<file path="src/rtl/alu_issue_queue_if.sv">
// Command, ALU-drive and result handshake bundle between the issue queue and its neighbours.
// The slave view belongs to the queue; the master view belongs to the command source, the ALU and the result sink.
interface alu_issue_queue_if #(
  parameter int DATA_W = 8
);
  logic              in_valid;
  logic              in_ready;
  logic [1:0]        in_op;
  logic [DATA_W-1:0] in_a;
  logic [DATA_W-1:0] in_b;
  logic [1:0]        alu_op_code;
  logic [DATA_W-1:0] alu_a;
  logic [DATA_W-1:0] alu_b;
  logic [DATA_W-1:0] alu_result;
  logic              out_valid;
  logic              out_ready;
  logic [DATA_W-1:0] out_result;
  logic [1:0]        out_op;

  modport master (
    output in_valid, in_op, in_a, in_b, alu_result, out_ready,
    input  in_ready, alu_op_code, alu_a, alu_b, out_valid, out_result, out_op
  );

  modport slave (
    input  in_valid, in_op, in_a, in_b, alu_result, out_ready,
    output in_ready, alu_op_code, alu_a, alu_b, out_valid, out_result, out_op
  );
endinterface

</file>
<file path="src/rtl/alu_issue_queue.sv">
// Command FIFO in front of a combinational 4-function ALU, with a registered
// valid/ready result slot and a count of results handed downstream.
module alu_issue_queue #(
  parameter int DATA_W = 8,
  parameter int DEPTH  = 4,
  parameter int CNT_W  = 16,
  localparam int PTR_W = $clog2(DEPTH),
  localparam int LVL_W = PTR_W + 1
) (
  input  logic             i_clk,
  input  logic             i_rst_n,
  input  logic             i_flush,
  alu_issue_queue_if.slave bus,
  output logic [LVL_W-1:0] o_level,
  output logic [CNT_W-1:0] o_done_count
);
  localparam logic [LVL_W-1:0] FULL_LVL = LVL_W'(DEPTH);

  logic [1:0]        r_fifo_op [DEPTH];
  logic [DATA_W-1:0] r_fifo_a  [DEPTH];
  logic [DATA_W-1:0] r_fifo_b  [DEPTH];
  logic [PTR_W-1:0]  r_wr_ptr;
  logic [PTR_W-1:0]  r_rd_ptr;
  logic [LVL_W-1:0]  r_level;
  logic              r_out_valid;
  logic [DATA_W-1:0] r_out_result;
  logic [1:0]        r_out_op;
  logic [CNT_W-1:0]  r_done_count;

  logic w_empty;
  logic w_full;
  logic w_slot_free;
  logic w_push;
  logic w_pop;
  logic w_handshake;

  assign w_empty     = (r_level == '0);
  assign w_full      = (r_level == FULL_LVL);
  assign w_slot_free = !r_out_valid || bus.out_ready;
  assign w_push      = bus.in_valid && !w_full;
  assign w_pop       = !w_empty && w_slot_free;
  assign w_handshake = r_out_valid && bus.out_ready;

  // Readiness deliberately ignores a same-cycle pop to keep in_ready off the out_ready path.
  assign bus.in_ready    = !w_full;
  assign bus.alu_op_code = w_empty ? 2'b00 : r_fifo_op[r_rd_ptr];
  assign bus.alu_a       = w_empty ? '0 : r_fifo_a[r_rd_ptr];
  assign bus.alu_b       = w_empty ? '0 : r_fifo_b[r_rd_ptr];
  assign bus.out_valid   = r_out_valid;
  assign bus.out_result  = r_out_result;
  assign bus.out_op      = r_out_op;
  assign o_level         = r_level;
  assign o_done_count    = r_done_count;

  // Entry storage needs no reset: only slots between the pointers are ever read.
  always_ff @(posedge i_clk) begin
    if (i_rst_n && !i_flush && w_push) begin
      r_fifo_op[r_wr_ptr] <= bus.in_op;
      r_fifo_a[r_wr_ptr]  <= bus.in_a;
      r_fifo_b[r_wr_ptr]  <= bus.in_b;
    end
  end

  always_ff @(posedge i_clk) begin
    if (!i_rst_n) begin
      r_wr_ptr     <= '0;
      r_rd_ptr     <= '0;
      r_level      <= '0;
      r_out_valid  <= 1'b0;
      r_out_result <= '0;
      r_out_op     <= 2'b00;
      r_done_count <= '0;
    end else begin
      if (w_handshake) begin
        r_done_count <= r_done_count + CNT_W'(1);
      end
      if (i_flush) begin
        r_wr_ptr    <= '0;
        r_rd_ptr    <= '0;
        r_level     <= '0;
        r_out_valid <= 1'b0;
      end else begin
        if (w_push) begin
          r_wr_ptr <= r_wr_ptr + PTR_W'(1);
        end
        if (w_pop) begin
          r_rd_ptr     <= r_rd_ptr + PTR_W'(1);
          r_out_valid  <= 1'b1;
          r_out_result <= bus.alu_result;
          r_out_op     <= r_fifo_op[r_rd_ptr];
        end else if (w_slot_free) begin
          r_out_valid <= 1'b0;
        end
        case ({w_push, w_pop})
          2'b10:   r_level <= r_level + LVL_W'(1);
          2'b01:   r_level <= r_level - LVL_W'(1);
          default: r_level <= r_level;
        endcase
      end
    end
  end
endmodule

</file>
<file path="src/flat_wrapper.sv">
// flat-port wrapper written by rule: the top's interface ports become plain ports
module alu_issue_queue_flat 
#(
  parameter int DATA_W = 8,
  parameter int DEPTH  = 4,
  parameter int CNT_W  = 16,
  localparam int PTR_W = $clog2(DEPTH),
  localparam int LVL_W = PTR_W + 1
)
  (i_clk, i_rst_n, i_flush, o_level, o_done_count, bus_in_valid, bus_in_op, bus_in_a, bus_in_b, bus_alu_result, bus_out_ready, bus_in_ready, bus_alu_op_code, bus_alu_a, bus_alu_b, bus_out_valid, bus_out_result, bus_out_op);
  alu_issue_queue_if #(.DATA_W(DATA_W)) bus_i ();
  input  logic i_clk;
  input  logic i_rst_n;
  input  logic i_flush;
  output logic [LVL_W-1:0] o_level;
  output logic [CNT_W-1:0] o_done_count;
  input wire logic [$bits(bus_i.in_valid)-1:0] bus_in_valid;
  input wire logic [$bits(bus_i.in_op)-1:0] bus_in_op;
  input wire logic [$bits(bus_i.in_a)-1:0] bus_in_a;
  input wire logic [$bits(bus_i.in_b)-1:0] bus_in_b;
  input wire logic [$bits(bus_i.alu_result)-1:0] bus_alu_result;
  input wire logic [$bits(bus_i.out_ready)-1:0] bus_out_ready;
  output wire logic [$bits(bus_i.in_ready)-1:0] bus_in_ready;
  output wire logic [$bits(bus_i.alu_op_code)-1:0] bus_alu_op_code;
  output wire logic [$bits(bus_i.alu_a)-1:0] bus_alu_a;
  output wire logic [$bits(bus_i.alu_b)-1:0] bus_alu_b;
  output wire logic [$bits(bus_i.out_valid)-1:0] bus_out_valid;
  output wire logic [$bits(bus_i.out_result)-1:0] bus_out_result;
  output wire logic [$bits(bus_i.out_op)-1:0] bus_out_op;
  assign bus_i.in_valid = bus_in_valid;
  assign bus_i.in_op = bus_in_op;
  assign bus_i.in_a = bus_in_a;
  assign bus_i.in_b = bus_in_b;
  assign bus_i.alu_result = bus_alu_result;
  assign bus_i.out_ready = bus_out_ready;
  assign bus_in_ready = bus_i.in_ready;
  assign bus_alu_op_code = bus_i.alu_op_code;
  assign bus_alu_a = bus_i.alu_a;
  assign bus_alu_b = bus_i.alu_b;
  assign bus_out_valid = bus_i.out_valid;
  assign bus_out_result = bus_i.out_result;
  assign bus_out_op = bus_i.out_op;
  alu_issue_queue #(.DATA_W(DATA_W), .DEPTH(DEPTH), .CNT_W(CNT_W)) u_core (.i_clk(i_clk), .i_rst_n(i_rst_n), .i_flush(i_flush), .bus(bus_i), .o_level(o_level), .o_done_count(o_done_count));
endmodule
</file>
<file path="config.mk">
export PLATFORM = sky130hd
export DESIGN_NAME = alu_issue_queue_flat
export DESIGN_NICKNAME = d
export VERILOG_FILES = /design/src/rtl/alu_issue_queue_if.sv /design/src/rtl/alu_issue_queue.sv /design/src/flat_wrapper.sv
export SDC_FILE = /design/constraint.sdc
export NUM_CORES = 1
export LEC_CHECK = 0
export CAP_MARGIN = 5
export CORE_UTILIZATION = 50
export CTS_CLUSTER_DIAMETER = 80
export DETAILED_ROUTE_END_ITERATION = 16
export PLACE_DENSITY = 0.82
export SETUP_SLACK_MARGIN = 0.5
export SLEW_MARGIN = 10
export SYNTH_ARGS = -nofsm -noshare
export SYNTH_HDL_FRONTEND = slang
export SYNTH_SLANG_ARGS = --single-unit
</file>
<file path="constraint.sdc">
create_clock -name i_clk -period 5.4 [get_ports i_clk]
set_input_delay 0.54 -clock i_clk [delete_from_list [all_inputs] [get_ports i_clk]]
set_output_delay 0.54 -clock i_clk [all_outputs]
set_load 0.02 [all_outputs]
</file>
==> impl_metrics.toml, run 1 <==
[die]
ioPinCount = 80
rows = 33
die-area_um2 = 8930
die_h_um = 94.5
start_util_pct = 51.8
core-area_um2 = 8260
die_x_um = 94.5

[clocking]
ctsRootBufferMaster = "clkbuf_8"
clkTransAtPathRegs_ns = 0.10
clk_latency_ns = 0.36
cts_resized = 0
cts_max_path_buffers = 2
htree_levels = 3
cts_buffers = 9
post_cts_buffers = 0
cts_sinks = 108
cts_tree = "yes"
cts_hold_buffers = 0

[timing]
fin_setup_tns_ns = 0
fmax_mhz = 339
hold_viol = 0
maxSlewViolCount = 0
fin_crit_sh_pct = 54.5
tightest_slew_ns = 1.08
finalClockSkew_ns = 0.0173
maxSlewHeadroom_pct = 27.8
setup_violations = 0
rsz0062_at_grt = "false"
fin_crit_ns = 2.95

[final_layout]
area_growth_pct = 26.6
final_cell_area_um2 = 5410
drive_above_1_share_pct = 11.6
finalNetCount = 404
antennaDiodeCount = 0

[routing]
wl_per_cell_um = 16.3
drc_errors = 0
antenna_left = 0
drtPass1Iterations = 4
dr.first_iter.drc_count = 103
vias = 2543
avgViaCountPerCell = 5.34
routed_wl_um = 7780

[min_path]
hold_start = "u_core.o_done_count[15]"
min_path_cells = 2
hold_class = "reg2reg"
hold_end = "u_core.o_done_count[15]"

[grt]
grt_overflow = 0
track_usage_pct = 18.4
grt_max_degree = 27
grt_pass1_wl_um = 12000
antenna_found_initial = 0
grt_pass1_vias = 2469

[synthesis]
syn_nets = 323
synth_area_um2 = 4280
synth-edff-count = 72
yosysUniqueCellTypes = 35
synthFlopType = "edfxtp_1"
seq_area_frac_synth_pct = 67.4
synth_seq_cells = 108
ys_warn_count = 0
async_flop_share_pct = 0
postSynthCellCount = 285
avgSynthCellArea_um2 = 15.0

[placed_design]
gp_congestion = 0.769
placed_area_um2 = 5170
port_buffers = 79
dpl.hpwl_um = 5180

[power_and_ir_drop]
peakVddDrop_mv = 0.179
p_per_area_nw_per_um2 = 309
leakagePower_nw = 1.72

[critical_path]
cp-start-kind = "flip-flop"
reg2reg_slack_ns = 3.00
rr_startpoint = "u_core.o_level[2]"
crit_required_ns = 4.86
crit_type = "reg2out"
critPathMaxFanout = 18
r2r_cells = 8
arrival_ns = 2.41
rr_endpoint = "u_core.o_level[2]"
critPathCaptureType = "primary output"

[run_status]
status = "finished, final reports clean"

[run]
maxCapViolations = 0
==> layout by cell type, fill, tap and decap left out <==
cell type	Yosys	final
and2_1	4	4
nor3_2	0	2
clkinv_8	0	1
a21oi_1	9	9
inv_1	6	6
nand4_1	4	4
nand3_2	1	1
or3_1	4	4
nand2_1	9	9
o21ai_0	4	4
nor3_1	4	2
nor2b_1	19	19
edfxtp_1	72	72
clkinv_1	1	1
nand4_2	1	1
fa_1	1	1
or4_1	2	2
o31ai_1	2	2
and2b_2	1	1
or2_1	2	2
buf_4	0	2
xnor2_1	7	7
bufinv_16	0	2
inv_8	0	3
mux2i_1	10	10
dfxtp_1	36	36
xor2_1	8	8
clkbuf_8	0	9
or3b_2	1	1
and4_2	1	1
nor3b_1	1	1
nor2_1	30	30
nand3_1	6	6
nand2b_1	1	1
clkinvlp_4	0	1
clkdlybuf4s50_1	0	79
ha_1	6	6
nor4_1	2	2
mux4_2	18	18
and4_1	1	1
==> synthesized netlist by cell type, types with 3 or more instances <==
cell	n	area, um^2
edfxtp_1	72	2160
dfxtp_1	36	721
nor2_1	30	113
nor2b_1	19	119
mux4_2	18	405
mux2i_1	10	100
a21oi_1	9	45.0
nand2_1	9	33.8
xor2_1	8	70.1
clkbuf_1	7	26.3
xnor2_1	7	61.3
ha_1	6	75.1
inv_1	6	22.5
nand3_1	6	30.0
and2_1	4	25.0
nand4_1	4	25.0
nor3_1	4	20.0
o21ai_0	4	20.0
or3_1	4	25.0
buf_2	3	15.0
==> layer usage <==
layer	vias to the layer above	track usage, %	wire length [um]
li1	1215	-	-
met3	6	2.90	379
met2	77	32.8	4200
met1	1245	21.9	3100
met4	0	8.08	89
met5	-	0	0
==> state kept, by name (all words and copies together), names as in the netlist, named ones only <==
signal / cells
u_core.r_fifo_op: 8
u_core.bus.out_result: 8
u_core.o_level: 3
u_core.r_wr_ptr: 2
u_core.r_fifo_a: 32
u_core.r_rd_ptr: 2
u_core.bus.out_valid: 1
u_core.bus.out_op: 2
u_core.r_fifo_b: 32
u_core.o_done_count: 16
==> where the power goes <==
part / leakage, nW / switching [mW] / internal [mW]
combinational: 0.660 / 0.104 / 0.101
sequential: 0.941 / 0.00921 / 0.895
clock: 0.118 / 0.287 / 0.275
total: 1.72 / 0.401 / 1.27
==> cell type report <==
type                       instances  area, um^2
clock inverter                     7         118
fill                             599        2850
tap                              105         131
timing repair buffer              81         806
clock buffer                       9         124
multi-input combinational        159        1330
sequential                       108        2880
inverter                           7        26.3
==> through the flow <==
step                      hold slack [ns]  setup WS [ns]  cells  total power [mW]  util, %
after floorplan                     0.469           2.98    285              1.03        -
after global placement              0.462           2.56    460              1.12     62.6
after detailed placement            0.481           2.52    460              1.13     62.6
after CTS                           0.505           2.40    476              1.69     65.5
after global routing                0.514           2.31    476              1.73     65.5
final                               0.502           2.45    476              1.67     65.5
==> cells by family after synthesis <==
logic type	synth area share (%)
buffers and inverters	1.84
AO/OA/AOI/OAI	1.87
adder cells (fa/ha/maj)	2.22
XOR/XNOR	3.07
AND/OR/NAND/NOR	11.8
flip-flops	67.4
multiplexers	11.8
==> critical path, stage by stage, from the launching register on <==
cell	delay, ns
dfxtp_1	0.88
mux4_2	0.34
nor2b_1	0.18
clkdlybuf4s50_1	0.64
==> worst max path at each step <==
stage / start / endpoint / cells past startpoint
4_1_cts: flip-flop / bus_alu_a[1] / 3
6_report: flip-flop / bus_alu_b[7] / 3
5_1_grt: flip-flop / bus_alu_a[4] / 3
3_3_place_gp: bus_out_ready / u_core.o_level[2] / 9
3_5_place_dp: bus_out_ready / u_core.o_level[2] / 9
2_1_floorplan: u_core.o_level[2] / u_core.o_level[2] / 8
Power figures use the tool's default switching activity.
==> run 2, diff against run 1 <==
--- a/config.mk
+++ b/config.mk
@@ -6,10 +6,10 @@
 export NUM_CORES = 1
 export LEC_CHECK = 0
 export CAP_MARGIN = 5
-export CORE_UTILIZATION = 50
+export CORE_UTILIZATION = 47
 export CTS_CLUSTER_DIAMETER = 80
 export DETAILED_ROUTE_END_ITERATION = 16
-export PLACE_DENSITY = 0.82
+export PLACE_DENSITY = 0.81
 export SETUP_SLACK_MARGIN = 0.5
 export SLEW_MARGIN = 10
 export SYNTH_ARGS = -nofsm -noshare
==> constraint.sdc (replaced) <==
create_clock -name i_clk -period 2.37 [get_ports i_clk]
set_input_delay 0.237 -clock i_clk [delete_from_list [all_inputs] [get_ports i_clk]]
set_output_delay 0.237 -clock i_clk [all_outputs]
set_load 0.02 [all_outputs]
==> run 2 against run 1 <==
Final area is 4.9% higher. Cell count is 4.8% higher. Die area is 6.2% higher. Clock-buffer cell count stayed put. Register-to-register slack worse by 2.6 ns.
==> impl_metrics.toml, run 2 (synthesis results as in run 1) <==
[routing]
antenna_left = 0
dr.first_iter.drc_count = 99
drtPass1Iterations = 4
avgViaCountPerCell = 5.17
wl_per_cell_um = 16.0
vias = 2578
drc_errors = 0
routed_wl_um = 7980

[timing]
maxSlewViolCount = 0
fmax_mhz = 495
fin_crit_ns = 2.02
rsz0062_at_grt = "true"
fin_crit_sh_pct = 85.2
finalClockSkew_ns = 0.0152
setup_violations = 0
hold_viol = 0
tightest_slew_ns = 0.357
fin_ws_ns = 0.350
fin_setup_tns_ns = 0
maxSlewHeadroom_pct = 76.1

[critical_path]
crit_type = "reg2reg"
rr_endpoint = "u_core.o_level[2]"
crit_required_ns = 2.68
cp-endpoint = "u_core.o_level[2]"
critPathCaptureType = "flip-flop"
arrival_ns = 2.33
rr_startpoint = "u_core.o_level[0]"
cp-start-kind = "flip-flop"
critical_path.startpoint = "u_core.o_level[0]"
reg2reg_slack_ns = 0.35
critPathMaxFanout = 3
r2r_cells = 8

[grt]
grt_max_degree = 22
grt_overflow = 0
antenna_found_initial = 0
grt_pass1_vias = 2647
track_usage_pct = 17.5
grt_pass1_wl_um = 12800

[die]
start_util_pct = 48.8
die_h_um = 97.4
rows = 34
die-area_um2 = 9480
die_x_um = 97.4
ioPinCount = 80
core-area_um2 = 8760

[power_and_ir_drop]
peakVddDrop_mv = 0.401
finalPower_mw = 3.72
leakagePower_nw = 1.91
p_per_area_nw_per_um2 = 655

[clocking]
cts_buffers = 9
htree_levels = 3
clk_latency_ns = 0.37
cts_sinks = 108
cts_tree = "yes"
cts_hold_buffers = 0
cts_max_path_buffers = 2
clkTransAtPathRegs_ns = 0.11
ctsRootBufferMaster = "clkbuf_8"

[final_layout]
layout_common_cells = "edfxtp_1, clkdlybuf4s50_1, dfxtp_1"
finalNetCount = 424
area_growth_pct = 32.7
n_fill_cell = 660
register_area_um2 = 2900
drive_above_1_share_pct = 25.3
layout_commonest_cell = "edfxtp_1"
antennaDiodeCount = 0
multi_input_area_um2 = 1420

[placed_design]
dpl.hpwl_um = 5280
pre_cts_ws_ns = 0.000446
port_buffers = 79
gp_congestion = 0.794

[min_path]
hold_start = "bus_alu_result[5]"
min_path_cells = 3
hold_class = "in2reg"

[run_status]
status = "finished, final reports clean"

[run]
maxCapViolations = 0
==> run 2: timing repair <==
action                     CTS  global route
setup endpoints to repair   21            20
gates cloned                 1             0
resized for setup           87            29
setup buffers                7             0
pin swaps                    3             3
==> run 2: final cells by class <==
cell class	count	area share, %
clock inverters	7	1.32
repair buffers	101	17.5
flip-flops and latches	108	51.1
inverters	7	0.463
well taps	108	2.38
clock buffers	9	2.18
multi-input cells	159	25.1
==> run 2: how the worst min path moves through the flow <==
stage,end,slack [ns]
global route,u_core.bus.out_result[5],0.49
finish,u_core.bus.out_result[5],0.47
CTS,u_core.bus.out_result[5],0.47
floorplan,u_core.r_fifo_a[0][0],0.34
global placement,u_core.o_done_count[15],0.46
detailed placement,u_core.o_done_count[15],0.48
==> run 2: critical path, stage by stage (launching register included) <==
cell	delay, ns
dfxtp_4	0.36
or3b_4	0.41
nand2_4	0.09
ha_4	0.14
inv_2	0.04
fa_2	0.32
xor2_1	0.15
or3_1	0.33
a21oi_2	0.12
==> run 2: stage by stage <==
step	area, um^2	cells	hold WS, ns	utilization [%]
2_1_floorplan	4310	285	0.336	-
3_3_place_gp	5320	475	0.459	60.7
3_5_place_dp	5320	475	0.480	60.7
4_1_cts	5560	499	0.465	63.4
5_1_grt	5680	499	0.487	64.8
6_report	5680	499	0.475	64.8
==> run 2: routing by layer <==
| layer | global-route usage (%) | wire [um] | up-vias | share of wire (%) |
|---|---|---|---|---|
| li1 | - | - | 1249 | - |
| met1 | 21.6 | 3380 | 1259 | 42 |
| met2 | 30.8 | 4190 | 61 | 52 |
| met3 | 3.17 | 302 | 9 | 3.8 |
| met4 | 6.45 | 113 | 0 | 1.4 |
| met5 | 0 | 0 | - | 0 |
==> run 2: report_power, final <==
| group | switching, mW | internal (mW) | leakage, nW |
|---|---|---|---|
| Clock | 0.672 | 0.419 | 0.0985 |
| Combinational | 0.274 | 0.291 | 0.869 |
| Sequential | 0.0202 | 2.04 | 0.944 |
| Total | 0.967 | 2.75 | 1.91 |
